==> src/rtl/mem_access_ctrl_pkg.sv <==
// mem_access_ctrl_pkg: MemOpM encodings, FSM state codes and alignment helper
// shared by the MEM-stage data-memory controller.
package mem_access_ctrl_pkg;
    localparam logic [2:0] MEM_LB  = 3'd0;
    localparam logic [2:0] MEM_LBU = 3'd1;
    localparam logic [2:0] MEM_LH  = 3'd2;
    localparam logic [2:0] MEM_LHU = 3'd3;
    localparam logic [2:0] MEM_LW  = 3'd4;
    localparam logic [2:0] MEM_SB  = 3'd5;
    localparam logic [2:0] MEM_SH  = 3'd6;
    localparam logic [2:0] MEM_SW  = 3'd7;

    localparam logic [1:0] S_IDLE  = 2'd0;
    localparam logic [1:0] S_BUSY  = 2'd1;
    localparam logic [1:0] S_DONE  = 2'd2;
    localparam logic [1:0] S_DRAIN = 2'd3;

    function automatic logic misaligned(input logic [2:0] op, input logic [1:0] off);
        return ((op == MEM_LH || op == MEM_LHU || op == MEM_SH) && off[0]) ||
               ((op == MEM_LW || op == MEM_SW) && off != 2'b00);
    endfunction
endpackage

==> src/rtl/mem_data_align.sv <==
// mem_data_align: store byte-lane enables/replication and load byte/half
// selection with sign or zero extension (purely combinational).
module mem_data_align
    import mem_access_ctrl_pkg::*;
(
    input  logic [2:0]  op,
    input  logic [1:0]  off,
    input  logic [31:0] wdata_raw,
    input  logic [31:0] rdata_raw,
    output logic [3:0]  wen,
    output logic [31:0] wdata,
    output logic [31:0] rdata
);
    logic [7:0]  b;
    logic [15:0] h;
    logic [31:0] shifted;

    always_comb begin
        shifted = rdata_raw >> {off, 3'b000};
        b = shifted[7:0];
        h = off[1] ? rdata_raw[31:16] : rdata_raw[15:0];
        wen = op == MEM_SB ? 4'b0001 << off :
              op == MEM_SH ? (off[1] ? 4'b1100 : 4'b0011) :
              op == MEM_SW ? 4'b1111 : 4'b0000;
        wdata = op == MEM_SB ? {4{wdata_raw[7:0]}} :
                op == MEM_SH ? {2{wdata_raw[15:0]}} : wdata_raw;
        rdata = op == MEM_LB  ? {{24{b[7]}}, b} :
                op == MEM_LBU ? {24'h0, b} :
                op == MEM_LH  ? {{16{h[15]}}, h} :
                op == MEM_LHU ? {16'h0, h} : rdata_raw;
    end
endmodule

==> src/rtl/mem_access_ctrl.sv <==
// mem_access_ctrl: MEM-stage req/ack data-SRAM controller with stall and read-data hold.
// Optional MEM_ADDR_EXC_EN: misaligned accesses raise AdelM/AdesM instead of issuing.
module mem_access_ctrl
    import mem_access_ctrl_pkg::*;
#(
    parameter int DATA_W = 32,
    parameter int ADDR_W = 32
) (
    input  logic              clock,
    input  logic              reset,
    input  logic              MemReadM,
    input  logic              MemWriteM,
    input  logic [2:0]        MemOpM,
    input  logic [ADDR_W-1:0] ALUOutM,
    input  logic [DATA_W-1:0] WriteDataM,
    input  logic              FlushM,
    input  logic              StallOtherM,
    output logic              data_req,
    output logic [3:0]        data_wen,
    output logic [ADDR_W-1:0] data_addr,
    output logic [DATA_W-1:0] data_wdata,
    input  logic              data_ack,
    input  logic [DATA_W-1:0] data_rdata,
    output logic [DATA_W-1:0] ReadDataM,
    output logic              StallM,
    output logic              AdelM,
    output logic              AdesM,
    output logic [ADDR_W-1:0] BadVAddrM
);
    logic [1:0]        state, nxt;
    logic [2:0]        op_q, cur_op;
    logic [ADDR_W-1:0] addr_q, cur_addr;
    logic [DATA_W-1:0] wd_q, cur_wd, rdata_q, fmt, lane_wd, rd_now;
    logic              rd_q, wr_q, cur_rd, cur_wr;
    logic              idle, go, addr_err, done_ok;
    logic [3:0]        lane_wen;

    assign idle = state == S_IDLE;

`ifdef MEM_ADDR_EXC_EN
    assign addr_err  = (MemReadM | MemWriteM) & misaligned(MemOpM, ALUOutM[1:0]);
    assign AdelM     = MemReadM & addr_err;
    assign AdesM     = MemWriteM & addr_err;
    assign BadVAddrM = ALUOutM;
`else
    assign addr_err  = 1'b0;
    assign AdelM     = 1'b0;
    assign AdesM     = 1'b0;
    assign BadVAddrM = '0;
`endif

    // Reset gates go so the request drops as soon as reset asserts.
    assign go = reset & (MemReadM | MemWriteM) & ~FlushM & ~addr_err;

    // Outstanding accesses drive the SRAM from the captured copy, keeping it stable.
    assign cur_op   = idle ? MemOpM     : op_q;
    assign cur_addr = idle ? ALUOutM    : addr_q;
    assign cur_wd   = idle ? WriteDataM : wd_q;
    assign cur_rd   = idle ? MemReadM   : rd_q;
    assign cur_wr   = idle ? MemWriteM  : wr_q;

    mem_data_align u_align (
        .op       (cur_op),
        .off      (cur_addr[1:0]),
        .wdata_raw(cur_wd),
        .rdata_raw(data_rdata),
        .wen      (lane_wen),
        .wdata    (lane_wd),
        .rdata    (fmt)
    );

    always_ff @(posedge clock or negedge reset) begin
        if (!reset) state <= S_IDLE;
        else        state <= nxt;
    end

    always_comb begin
        nxt = state;
        case (state)
            S_IDLE:  nxt = !go ? S_IDLE : !data_ack ? S_BUSY : StallOtherM ? S_DONE : S_IDLE;
            S_BUSY:  nxt = data_ack ? ((StallOtherM & ~FlushM) ? S_DONE : S_IDLE) :
                           FlushM ? S_DRAIN : S_BUSY;
            S_DONE:  nxt = StallOtherM ? S_DONE : S_IDLE;
            default: nxt = data_ack ? S_IDLE : S_DRAIN;
        endcase
    end

    always_comb begin
        data_req   = (idle & go) | state == S_BUSY | state == S_DRAIN;
        data_wen   = cur_wr ? lane_wen : 4'b0000;
        data_addr  = {cur_addr[ADDR_W-1:2], 2'b00};
        data_wdata = lane_wd;
        done_ok    = data_ack & data_req & state != S_DRAIN & ~(state == S_BUSY & FlushM);
        rd_now     = (done_ok & cur_rd) ? fmt : '0;
        ReadDataM  = state == S_DONE ? rdata_q : rd_now;
        StallM     = data_req & ~data_ack;
    end

    // rdata_q tracks the completion value until DONE freezes it.
    always_ff @(posedge clock or negedge reset) begin
        if (!reset) begin
            op_q    <= MEM_LB;
            addr_q  <= '0;
            wd_q    <= '0;
            rd_q    <= 1'b0;
            wr_q    <= 1'b0;
            rdata_q <= '0;
        end else begin
            if (idle) begin
                op_q   <= MemOpM;
                addr_q <= ALUOutM;
                wd_q   <= WriteDataM;
                rd_q   <= MemReadM;
                wr_q   <= MemWriteM;
            end
            if (state != S_DONE) rdata_q <= rd_now;
        end
    end
endmodule

==> config.mk <==
export PLATFORM = sky130hd
export DESIGN_NAME = mem_access_ctrl
export DESIGN_NICKNAME = d
export VERILOG_FILES = /design/src/rtl/mem_access_ctrl_pkg.sv /design/src/rtl/mem_data_align.sv /design/src/rtl/mem_access_ctrl.sv
export SDC_FILE = /design/constraint.sdc
export NUM_CORES = 1
export LEC_CHECK = 0
export CELL_PAD_IN_SITES_DETAIL_PLACEMENT = 0
export CELL_PAD_IN_SITES_GLOBAL_PLACEMENT = 1
export CORE_AREA = 2 2 139 141
export DETAILED_ROUTE_END_ITERATION = 8
export DIE_AREA = 0 0 141 143
export GPL_TIMING_DRIVEN = 0
export PLACE_DENSITY_LB_ADDON = 0.1
export SLEW_MARGIN = 10
export SYNTH_ARGS = -nofsm -noshare
export SYNTH_HDL_FRONTEND = slang
export SYNTH_SLANG_ARGS = --single-unit
==> constraint.sdc <==
create_clock -name clock -period 3.15 [get_ports clock]
set_input_delay 0.63 -clock clock [delete_from_list [all_inputs] [get_ports clock]]
set_output_delay 0.63 -clock clock [all_outputs]
set_load 0.03 [all_outputs]
==> flow_summary.ini <==
[route]
drc = 0
avgViaCountPerCell = 4.61
post_drt_wl_per_cell_um = 17.3
ant_nets = 0
num_vias = 5323
drt_iter0_markers = 241
routed_wl_mm = 20.0
first_pass_iters = 4

[sta]
finalCriticalPeriod_ns = 3.20
fin_worst_skew_ns = 0.00866
fin_ws_ns = -0.0493
setup_violations = 4
whs_ns = 0.178
hold_viol = 0
fin_crit_sh_pct = 102
rsz0062_at_grt = true
max_freq_mhz = 313
drv_slew = 0

[layout]
fillers = 1704
area_delta_synth_final_pct = 68.6
stdcell_count = 1155
nets = 1022
drive_above_1_share_pct = 36.0
regArea_mm2 = 0.00258
finish.instance_area_mm2 = 0.00963
insertedDiodeCount = 0
multi_input_area_mm2 = 0.00306

[synth]
synth_area_leaders = dfrtp_1 (45%), nand2_1 (12%), buf_4 (10%), mux2i_1 (7.5%), a211oi_1 (2.1%)
synth_mux_area_share_pct = 10.3
ys_ff_latch = 103
synth_common_cells = nand2_1 (181), dfrtp_1 (103), buf_4 (78)
synth_cell_types = 56
ys_seq_area_share_pct = 45.1
synthSimpleGateAreaFrac_pct = 15.8
yosys.area_share.xor_xnor_pct = 0
yosysTopAreaCellShare_pct = 45.1
syn-cell-area_mm2 = 0.00571
synth_compound_area_share_pct = 14.1
synth.most_common_cell = nand2_1
yosysWarnings = 0
postSynthAreaPerCell_um2 = 9.32
synth-main-ff-cell = dfrtp_1
synth_edf_count = 0
synth_top_family_by_area = simple AND/OR/NAND/NOR gates
async_flop_share_pct = 100
synthAdderAreaFrac_pct = 0
synth_top_cell_by_area = dfrtp_1
synthCells = 613

[die]
io_pins = 242
start_util_pct = 30.7
fp-row-count = 50
core-area_mm2 = 0.0186
die_y_um = 143
die_x_um = 141
dieArea_mm2 = 0.0202

[critical_path]
required_ns = 2.52
path_class = flip-flop to primary output
crit_chain = buf_6, nor2_8, mux2_4, buf_6, a211oi_4, buf_6, buf_6, a211oi_2, o31ai_1, buf_4
worst_ep_arrival_time_ns = 2.57
critPathTopFamily = buffers and inverters
path_common_cell = buf_6
end_kind = primary output
slowest_stage = dfrtp_1
rr_worst_depth = 12
startpoint_type = flip-flop
r2r_end = rdata_q[20]$_DFFE_PN0N_
slowest_delay_ns = 0.38
crit_fanout = 6
reg2reg_from = state[1]$_DFF_PN0_
worst-path-buf-inv = 5
r2r_setup_slack_ns = 0.82

[clocking]
clock_path_buffers = 2
numCtsBuffers = 9
cts.sinks = 103
cts_tree = yes
clkLatencyLatePin_ns = 0.36
clkTransAtPathRegs_ns = 0.08
cts-root-buf = clkbuf_16
htree_levels = 3

[grt]
grt_pass1_wl_mm = 30.5
grt.overflow.total = 0
antenna_found_initial = 0
grt_pass1_vias = 5510
grt_max_degree = 64
grt_usage_pct = 19.6

[power_and_ir_drop]
p_per_area_mw_per_mm2 = 506
p_leak_uw = 0.00468
power.total_uw = 4870
ir_worst_vdd_mv = 0.279

[place]
gp_congestion = 0.817
port_buffers = 205
postPlaceCellArea_mm2 = 0.00822
dp_slack_ns = -1.22
dp.cells = 1088
place_hpwl_mm = 14.1

[outcome]
status = complete, but fails checks
violations = negative setup slack

[flow_run]
max_cap_viol_count = 0

[hold_path]
hp-class = input pin to async pin
-- worst reg2reg max path, stage by stage, from the launching register on --
cell and delay (ns):
dfrtp_1 0.38, buf_6 0.14, nor2_8 0.17, buf_12 0.13, mux2i_4 0.26, buf_6 0.16, buf_6 0.11, o21ai_4 0.06
a21boi_4 0.28, buf_6 0.19, o31ai_2 0.09, buf_4 0.14, buf_4 0.12
-- where the power goes --
| group | switching (uW) | internal, uW | total [uW] |
|---|---|---|---|
| clock network | 577 | 565 | 1140 |
| registers | 57.7 | 1480 | 1530 |
| logic | 1240 | 950 | 2190 |
| total | 1880 | 2990 | 4870 |
-- layer usage --
metal / global-route usage (%) / vias to the layer above / part of all wire (%)
met4: 5.11 / 0 / 1.5
met5: 0 / - / 0
li1: - / 2582 / -
met1: 24.4 / 2530 / 42
met3: 5.10 / 21 / 5.8
met2: 34.1 / 190 / 51
-- cell type report --
cell class	count	area share [%]
multi-input combinational	411	31.8
sequential	103	26.8
timing repair buffer	260	25.7
buffer	105	8.52
tap	234	3.04
clock buffer	9	2.34
inverter	26	1.05
clock inverter	7	0.806
-- layout by cell type (no fill, tap or decap), drive strengths merged, types with 2 or more instances in the layout --
cell / netlist / routed
dfrtp: 103 / 103
conb: 1 / 36
clkdlybuf4s15: 0 / 25
nor4b: 3 / 3
o21ai: 9 / 9
a2bb2oi: 8 / 8
clkbuf: 16 / 25
clkinv: 0 / 4
buf: 92 / 204
dlygate4sd2: 0 / 10
mux4: 2 / 2
a21oi: 11 / 11
or2: 4 / 4
nand2: 181 / 181
mux2: 9 / 9
o22ai: 12 / 12
a211o: 4 / 4
nor2: 8 / 8
o31ai: 16 / 16
nor3b: 3 / 3
o221ai: 4 / 4
mux2i: 43 / 43
inv: 26 / 28
o211ai: 13 / 13
nor2b: 3 / 3
o21a: 5 / 5
a211oi: 17 / 17
nand3: 3 / 3
dlymetal6s2s: 0 / 10
a31oi: 4 / 4
clkdlybuf4s50: 0 / 100
-- worst max path at each step --
| stage | start | endpoint | slack (ns) | depth (start not counted) |
|---|---|---|---|---|
| 2_1_floorplan | ALUOutM[1] | ReadDataM[20] | 0.006 | 6 |
| 3_5_place_dp | ALUOutM[0] | ReadDataM[23] | -1.22 | 8 |
| 4_1_cts | state[0]$_DFF_PN0_ | data_wdata[16] | -0.07 | 9 |
| 3_3_place_gp | reset | ReadDataM[5] | -4.71 | 8 |
| 5_1_grt | state[0]$_DFF_PN0_ | ReadDataM[0] | -0.18 | 9 |
| 6_report | state[1]$_DFF_PN0_ | ReadDataM[16] | -0.05 | 10 |
-- cells by family after synthesis --
kind of cell / count (synthesis)
other: 1
AO/OA/AOI/OAI: 109
flip-flops: 103
multiplexers: 54
buffers and inverters: 134
AND/OR/NAND/NOR: 212
-- what timing repair did --
action / CTS / global route
gates cloned: 2 / 1
hold buffers: 0 / 0
endpoints found under the hold margin: 0 / 0
buffers inserted: 33 / 18
setup endpoints to repair: 98 / 97
pin swaps: 23 / 26
gates resized for setup: 533 / 109
-- sequential cells by signal, summed over array words and instances, names as in the netlist --
register,cells
wr_q,1
state,2
addr_q,32
rdata_q,32
rd_q,1
wd_q,32
op_q,3
-- stage by stage --
| step | util (%) | setup TNS [ns] |
|---|---|---|
| 2_1_floorplan | - | 0 |
| 3_3_place_gp | 44.1 | -566.70 |
| 3_5_place_dp | 44.2 | -65.68 |
| 4_1_cts | 49.3 | -0.820 |
| 5_1_grt | 51.8 | -2.69 |
| 6_report | 51.8 | -0.0882 |
Note: power is estimated with default switching activity, not from simulation.
